[config.mk]
export PLATFORM = sky130hd
export DESIGN_NAME = shift_unit_seq
export DESIGN_NICKNAME = d
export VERILOG_FILES = /design/src/rtl/shift_pkg.sv /design/src/rtl/shift_step.sv /design/src/rtl/shift_unit_seq.sv
export SDC_FILE = /design/constraint.sdc
export NUM_CORES = 1
export LEC_CHECK = 0
export BUFFER_PORTS_ARGS = -buffer_cell sky130_fd_sc_hd__buf_4
export CAP_MARGIN = 5
export CORE_ASPECT_RATIO = 1.25
export CORE_MARGIN = 1
export CORE_UTILIZATION = 25
export DETAILED_ROUTE_END_ITERATION = 8
export PLACE_DENSITY = 0.49
export SLEW_MARGIN = 20
export SYNTH_ARGS = -nofsm -noshare
export SYNTH_HDL_FRONTEND = slang
export SYNTH_SLANG_ARGS = --single-unit
[constraint.sdc]
create_clock -name clk_i -period 2.9 [get_ports clk_i]
set_input_delay 0.58 -clock clk_i [delete_from_list [all_inputs] [get_ports clk_i]]
set_output_delay 0.58 -clock clk_i [all_outputs]
set_load 0.1 [all_outputs]
[src/rtl/shift_pkg.sv]
// rtl/shift_pkg.sv - shared mode and state encodings for the iterative shift unit
package shift_pkg;

  typedef enum logic [1:0] {
    MODE_SLL = 2'b00,
    MODE_SRL = 2'b01,
    MODE_SRA = 2'b10,
    MODE_ROL = 2'b11
  } shift_mode_e;

  typedef enum logic [1:0] {
    ST_IDLE  = 2'b00,
    ST_SHIFT = 2'b01,
    ST_DONE  = 2'b10
  } shift_state_e;

endpackage

[src/rtl/shift_step.sv]
// rtl/shift_step.sv - combinational single-step shifter, moves a value by a small amount in one of four modes
module shift_step
  import shift_pkg::*;
#(
  parameter int WIDTH = 32,
  parameter int AMT_W = 6
) (
  input  logic [WIDTH-1:0] value,
  input  logic [AMT_W-1:0] amt,
  input  shift_mode_e      mode,
  input  logic             fill,
  output logic [WIDTH-1:0] result
);

  logic [2*WIDTH-1:0] ext;
  logic [2*WIDTH-1:0] shifted;

  // SRA and ROL go through a double-width vector so the fill/wrap bits come along for free
  always_comb begin
    ext     = '0;
    shifted = '0;
    result  = value;
    case (mode)
      MODE_SLL: result = value << amt;
      MODE_SRL: result = value >> amt;
      MODE_SRA: begin
        ext     = {{WIDTH{fill}}, value};
        shifted = ext >> amt;
        result  = shifted[WIDTH-1:0];
      end
      MODE_ROL: begin
        ext     = {value, value};
        shifted = ext << amt;
        result  = shifted[2*WIDTH-1:WIDTH];
      end
      default: result = value;
    endcase
  end

endmodule

[src/rtl/shift_unit_seq.sv]
// rtl/shift_unit_seq.sv - multi-cycle shift unit, up to STEP positions per clock, valid/ready on both sides
module shift_unit_seq
  import shift_pkg::*;
#(
  parameter int WIDTH   = 32,
  parameter int STEP    = 4,
  parameter int SHAMT_W = $clog2(WIDTH)
) (
  input  logic               clk_i,
  input  logic               rst_i,
  input  logic               flush_i,
  input  logic               in_valid_i,
  output logic               in_ready_o,
  input  logic [WIDTH-1:0]   data_i,
  input  logic [SHAMT_W-1:0] shamt_i,
  input  logic [1:0]         mode_i,
  output logic               out_valid_o,
  input  logic               out_ready_i,
  output logic [WIDTH-1:0]   data_o
);

  // one extra bit so STEP == WIDTH is representable
  localparam int AMT_W = SHAMT_W + 1;
  localparam logic [AMT_W-1:0] STEP_V = AMT_W'(STEP);

  shift_state_e       state_q, state_d;
  shift_mode_e        mode_q;
  logic [WIDTH-1:0]   work_q;
  logic [SHAMT_W-1:0] rem_q;
  logic               fill_q;

  logic [AMT_W-1:0]   rem_ext;
  logic [AMT_W-1:0]   step_amt;
  logic [SHAMT_W-1:0] rem_after;
  logic [WIDTH-1:0]   step_result;

  // step_amt never exceeds rem_q, so the truncation below is lossless
  assign rem_ext   = {1'b0, rem_q};
  assign step_amt  = (rem_ext < STEP_V) ? rem_ext : STEP_V;
  assign rem_after = rem_q - step_amt[SHAMT_W-1:0];

  shift_step #(
    .WIDTH(WIDTH),
    .AMT_W(AMT_W)
  ) u_step (
    .value (work_q),
    .amt   (step_amt),
    .mode  (mode_q),
    .fill  (fill_q),
    .result(step_result)
  );

  always_ff @(posedge clk_i or posedge rst_i) begin
    if (rst_i) begin
      state_q <= ST_IDLE;
    end else begin
      state_q <= state_d;
    end
  end

  always_comb begin
    state_d = state_q;
    if (flush_i) begin
      state_d = ST_IDLE;
    end else begin
      case (state_q)
        ST_IDLE:  if (in_valid_i) state_d = (shamt_i == '0) ? ST_DONE : ST_SHIFT;
        ST_SHIFT: if (rem_after == '0) state_d = ST_DONE;
        ST_DONE:  if (out_ready_i) state_d = ST_IDLE;
        default:  state_d = ST_IDLE;
      endcase
    end
  end

  always_comb begin
    in_ready_o  = (state_q == ST_IDLE);
    out_valid_o = (state_q == ST_DONE);
  end

  assign data_o = work_q;

  always_ff @(posedge clk_i or posedge rst_i) begin
    if (rst_i) begin
      work_q <= '0;
      rem_q  <= '0;
      mode_q <= MODE_SLL;
      fill_q <= 1'b0;
    end else if (flush_i) begin
      rem_q <= '0;
    end else begin
      case (state_q)
        ST_IDLE: begin
          if (in_valid_i) begin
            work_q <= data_i;
            rem_q  <= shamt_i;
            mode_q <= shift_mode_e'(mode_i);
            fill_q <= data_i[WIDTH-1];
          end
        end
        ST_SHIFT: begin
          work_q <= step_result;
          rem_q  <= rem_after;
        end
        default: ;
      endcase
    end
  end

endmodule

# Word level (Yosys, flattened, before mapping)
# Index checks and enable logic that the tools add are counted.
# classes
n_shift	4
n_reduce_logical	10
eq_ne	9
n_mux	13
magnitude_cmp	1
div	0
add_sub_neg	1
n_bitwise	1
multipliers	0
# ops
op	count
$pmux W32 S4	1
$pmux W32 S2	1
$shl A64 B5 Y64	1
$shr A64 B5 Y32	1
$mux W32	1
$shl A32 B5 Y32	1
$shr A32 B5 Y32	1
$mux W5	3
$logic_not A5 Y1	2
$mux W2	5
$pmux W5 S2	1
$reduce_and A3 Y1	3
$eq A2 B2 Y1 const B	3
$ne A3 B3 Y1 const B	2
$pmux W2 S3	1
$lt A5 B3 Y1 const B	1
$sub A5 B5 Y5	1
$eq A2 B1 Y1 const B	2
$logic_not A2 Y1	2
$ne A3 B2 Y1 const B	1
$reduce_bool A3 Y1	1
$ne A2 B2 Y1 const B	1
$reduce_and A2 Y1	1
$reduce_bool A2 Y1	1
$not A1 Y1	1
# word_totals
out_inout_bits	34
register_bits	42
elab_cells	44
input_bits	44
n_memories	0
romBits	0
mem_bits_rw	0
latch_bits	0

# Logic depth before layout (Yosys ltp)
# depth
ltp_word	7
mapped_depth	11
depth_no_buf	8

# By module
# A second synthesis with hierarchy kept.
# unflattened
cells_unflattened	954
hier_area_um2	7863.8
# by_module_without_submodules
module	cells_per_inst	seq_area_each_um2	instances	area_per_inst_um2
shift_step	740	0.0	1	5734.2
shift_unit_seq	214	1051.0	1	2129.5

# Worst setup path after synthesis
# OpenSTA, ideal clock, no wires.
# synth_timing
path_kind	reg2out
from	reg state_q[1]
to	out out_valid_o
setup_slack_ns	0.388
t_required_ns	2.320
path_stages_with_launch	3
arrival_time_ns	1.932
path_buffers	1
path_cell_list	dfrtp_1 clkbuf_1 nor2b_1
# synth_between
elab_chain_cells	1
# synth_rtl
item	line_no	rtl
start: declaration	shift_unit_seq.sv:26	shift_state_e state_q, state_d;
start signal: assignment	shift_unit_seq.sv:57	state_q <= state_d;
$eq A2 B2 Y1	shift_unit_seq.sv:77	out_valid_o = (state_q == ST_DONE);
end: declaration	shift_unit_seq.sv:17	output logic out_valid_o,
# No other way between the ends.

# Worst setup path in the final report
# layout_timing
from	reg rem_q[2]
to	reg work_q[18], in the netlist data_o[18]
# layout_between
elab_chain_cells	5
word_cells_on_any_way	8
classes_between	1 x order compare; 4 x shift; 3 x mux
# layout_rtl
item	line_no	rtl
start: declaration	shift_unit_seq.sv:29	logic [SHAMT_W-1:0] rem_q;
start signal: assignment	shift_unit_seq.sv:95	rem_q <= shamt_i;
start signal: assignment	shift_unit_seq.sv:102	rem_q <= rem_after;
$lt A5 B3 Y1	shift_unit_seq.sv:39	assign step_amt = (rem_ext < STEP_V) ? rem_ext : STEP_V;
$mux W5 *	shift_unit_seq.sv:39	
$shl A64 B5 Y64 (tied with other cells)	shift_step.sv:33	shifted = ext << amt;
$pmux W32 S4 *	shift_step.sv:23	case (mode)
$pmux W32 S2 *	shift_unit_seq.sv:91	case (state_q)
end signal: assignment	shift_unit_seq.sv:94	work_q <= data_i;
end signal: assignment	shift_unit_seq.sv:101	work_q <= step_result;
end: declaration	shift_unit_seq.sv:28	logic [WIDTH-1:0] work_q;
# Mark *: on every way between the ends. The rest lies on a longest branch, timed or not.
# A chain may end at the register's enable or synchronous reset.

==> metrics.cfg <==
[clocking]
clkSlewWorstSetupHoldPaths_ps=70
cts_tree=done
clockBufferDepth=2
post_cts_resize_count=0
hold_buffers=0
ctsRootBufferMaster=clkbuf_16
cts_buffers=5
clkLatencyLatePin_ps=290
post_cts_buffers=0
h-tree-depth=2
cts_sinks=42

[yosys]
yosys_warnings=0
synthTopCellsByArea=dfrtp_1 24%, nand2_1 8.2%, mux4_2 6.1%, a21oi_1 5.6%, o21ai_0 5.0%
syn_area_sq_um=4400
synth_area_per_cell_sq_um=7.65
async_flop_share=1.00
ys_seq_area_frac=0.239
netlist-cell-type-count=62
synthCells=576
synth_nets=624
synth-edff-count=0
ys_ff_latch=42
yosys-top-cells-count=96 x nand2_1, 49 x a21oi_1, 44 x o21ai_0
synth_top_cell_area_share=0.239
synth_most_common_cell=nand2_1
synth-main-ff-cell=dfrtp_1
synth.largest_area_cell=dfrtp_1

[die]
die_w_um=121
ios=78
core_area_sq_um=17000
die-area_sq_um=18200
initial_core_util=0.258
std_cell_rows=53
dieHeight_um=150

[critical_path]
cp-startpoint=rem_q[2]$_DFFE_PP0P_
cp-endpoint=data_o[18]$_DFFE_PP0P_
reg2reg_to=data_o[18]$_DFFE_PP0P_
endpoint_kind=register
max_stage_delay_ps=830
rr_startpoint=rem_q[2]$_DFFE_PP0P_
critPathSlowestCell=or4b_4
worst_ep_arrival_time_ps=2660
reg2reg_depth=4
r2r_setup_slack_ps=410
critical_path.max_fanout=38
startpoint_type=register
worstSetupPathType=reg2reg
crit_chain=or4b_4 > mux4_1 > a211oi_1 > nor3_1
cp.required_ps=3070

[timing]
slew_headroom=0.490
final.min_clock_period_ps=2490
fin_skew_ps=6.72
rsz0062_at_grt=no
slew_viol_final=0
worst_pin_slew_ps=762
fin_tns_setup_ps=0
finalCritPeriodShare=0.859
hold_viol=0
setup_viol=0
fmax_mhz=401

[hold_path]
hold_path_class=in2async

[global_route]
grt_max_degree=39
grt_remaining_overflow=0
busiest_layer=met2
use_met1=0.283
grt_pass1_vias=4985
grt_pass1_wl_um=29600
grt_use_total=0.212
antenna_found_initial=0
grtUsageMet3=0.0212
use_met2=0.349

[place]
gp_congestion=0.871
hpwlAfterDp_um=13000
io_buffers=77

[finish]
syn2layout_area_growth_pct=21.4
antenna_cells=0
drive_gt1_frac=0.233
nNetsFinal=674

[routing]
routedWlPerCell_um=22.2
drtIter0Drc=489
vias=5044
drc=0
ant_nets=0
dr.pass1.iters=7
totalWireLength_um=18700
vias_per_cell=5.96

[outcome]
status=completed

[run]
cap_violations=0

[cell type report]
class	instances	area (sq um)
sequential	42	1050
clock buffer	5	125
tap	220	275
inverter	4	15.0
timing repair buffer	106	808
fill	1848	11700
multi-input combinational	467	3060
clock inverter	2	10.0
[placed cells by master (no fill, tap or decap), drive strengths merged, types with 5 or more instances in the layout]
| cell | Yosys | final |
|---|---|---|
| or3 | 19 | 19 |
| o22a | 7 | 7 |
| o21ai | 44 | 44 |
| nor2 | 38 | 38 |
| buf | 26 | 106 |
| a31oi | 13 | 13 |
| nor3 | 21 | 21 |
| a221o | 5 | 5 |
| a211oi | 10 | 10 |
| nand3 | 18 | 18 |
| clkbuf | 37 | 5 |
| a2111oi | 6 | 6 |
| nor2b | 5 | 5 |
| o22ai | 10 | 10 |
| nand2 | 96 | 96 |
| dfrtp | 42 | 42 |
| mux2i | 20 | 20 |
| a22oi | 10 | 10 |
| a221oi | 11 | 11 |
| a21oi | 49 | 49 |
| o211ai | 16 | 16 |
| mux4 | 16 | 16 |
[through the flow]
step                      utilization  cell area, sq um  instances  setup WS (ps)  hold WS (ps)
after floorplan                     -              4400        576            388           481
after global placement          0.306              5210        839            474           504
after detailed placement        0.306              5210        839            444           517
after CTS                       0.314              5350        846            423           344
after global routing            0.314              5350        846            297           370
final                           0.314              5350        846            408           319
[registers in the layout, indices dropped and copies added, names as in the netlist]
name     count
mode_q       2
rem_q        5
fill_q       1
data_o      32
state_q      2
[cell families (layout without fill, tap and decap cells)]
group | Yosys count | count (layout) | synth area share
other | 1 | 1 | 0.000851
adder cells (fa/ha/maj) | 4 | 4 | 0.0114
AND/OR/NAND/NOR | 221 | 221 | 0.236
multiplexers | 40 | 40 | 0.141
flip-flops | 42 | 42 | 0.239
buffers and inverters | 67 | 117 | 0.0707
AO/OA/AOI/OAI | 201 | 201 | 0.301
[metal layers]
metal	up-vias	wire length [um]
met3	32	1310
met1	2479	7900
met2	249	9010
met4	0	515
met5	-	0
li1	2284	-
[critical path, delay by kind of cell (launching register included)]
family,cells,cell delay (ps)
AO/OA/AOI/OAI,1,280
flip-flops,1,590
multiplexers,1,540
AND/OR/NAND/NOR,2,920
[worst min-delay path by stage]
stage,slack (ps),startpoint,endpoint,depth (start not counted)
6_report,320,rst_i,rem_q[1]$_DFFE_PP0P_,2
5_1_grt,370,rst_i,rem_q[3]$_DFFE_PP0P_,2
4_1_cts,340,rst_i,rem_q[1]$_DFFE_PP0P_,2
3_5_place_dp,520,fill_q$_DFFE_PP0P_,fill_q$_DFFE_PP0P_,1
3_3_place_gp,500,fill_q$_DFFE_PP0P_,fill_q$_DFFE_PP0P_,1
2_1_floorplan,480,fill_q$_DFFE_PP0P_,fill_q$_DFFE_PP0P_,1
Power is left out: the tool's default activity adds up to more than one toggle a clock period on the data nets, which glitch-free logic cannot reach.
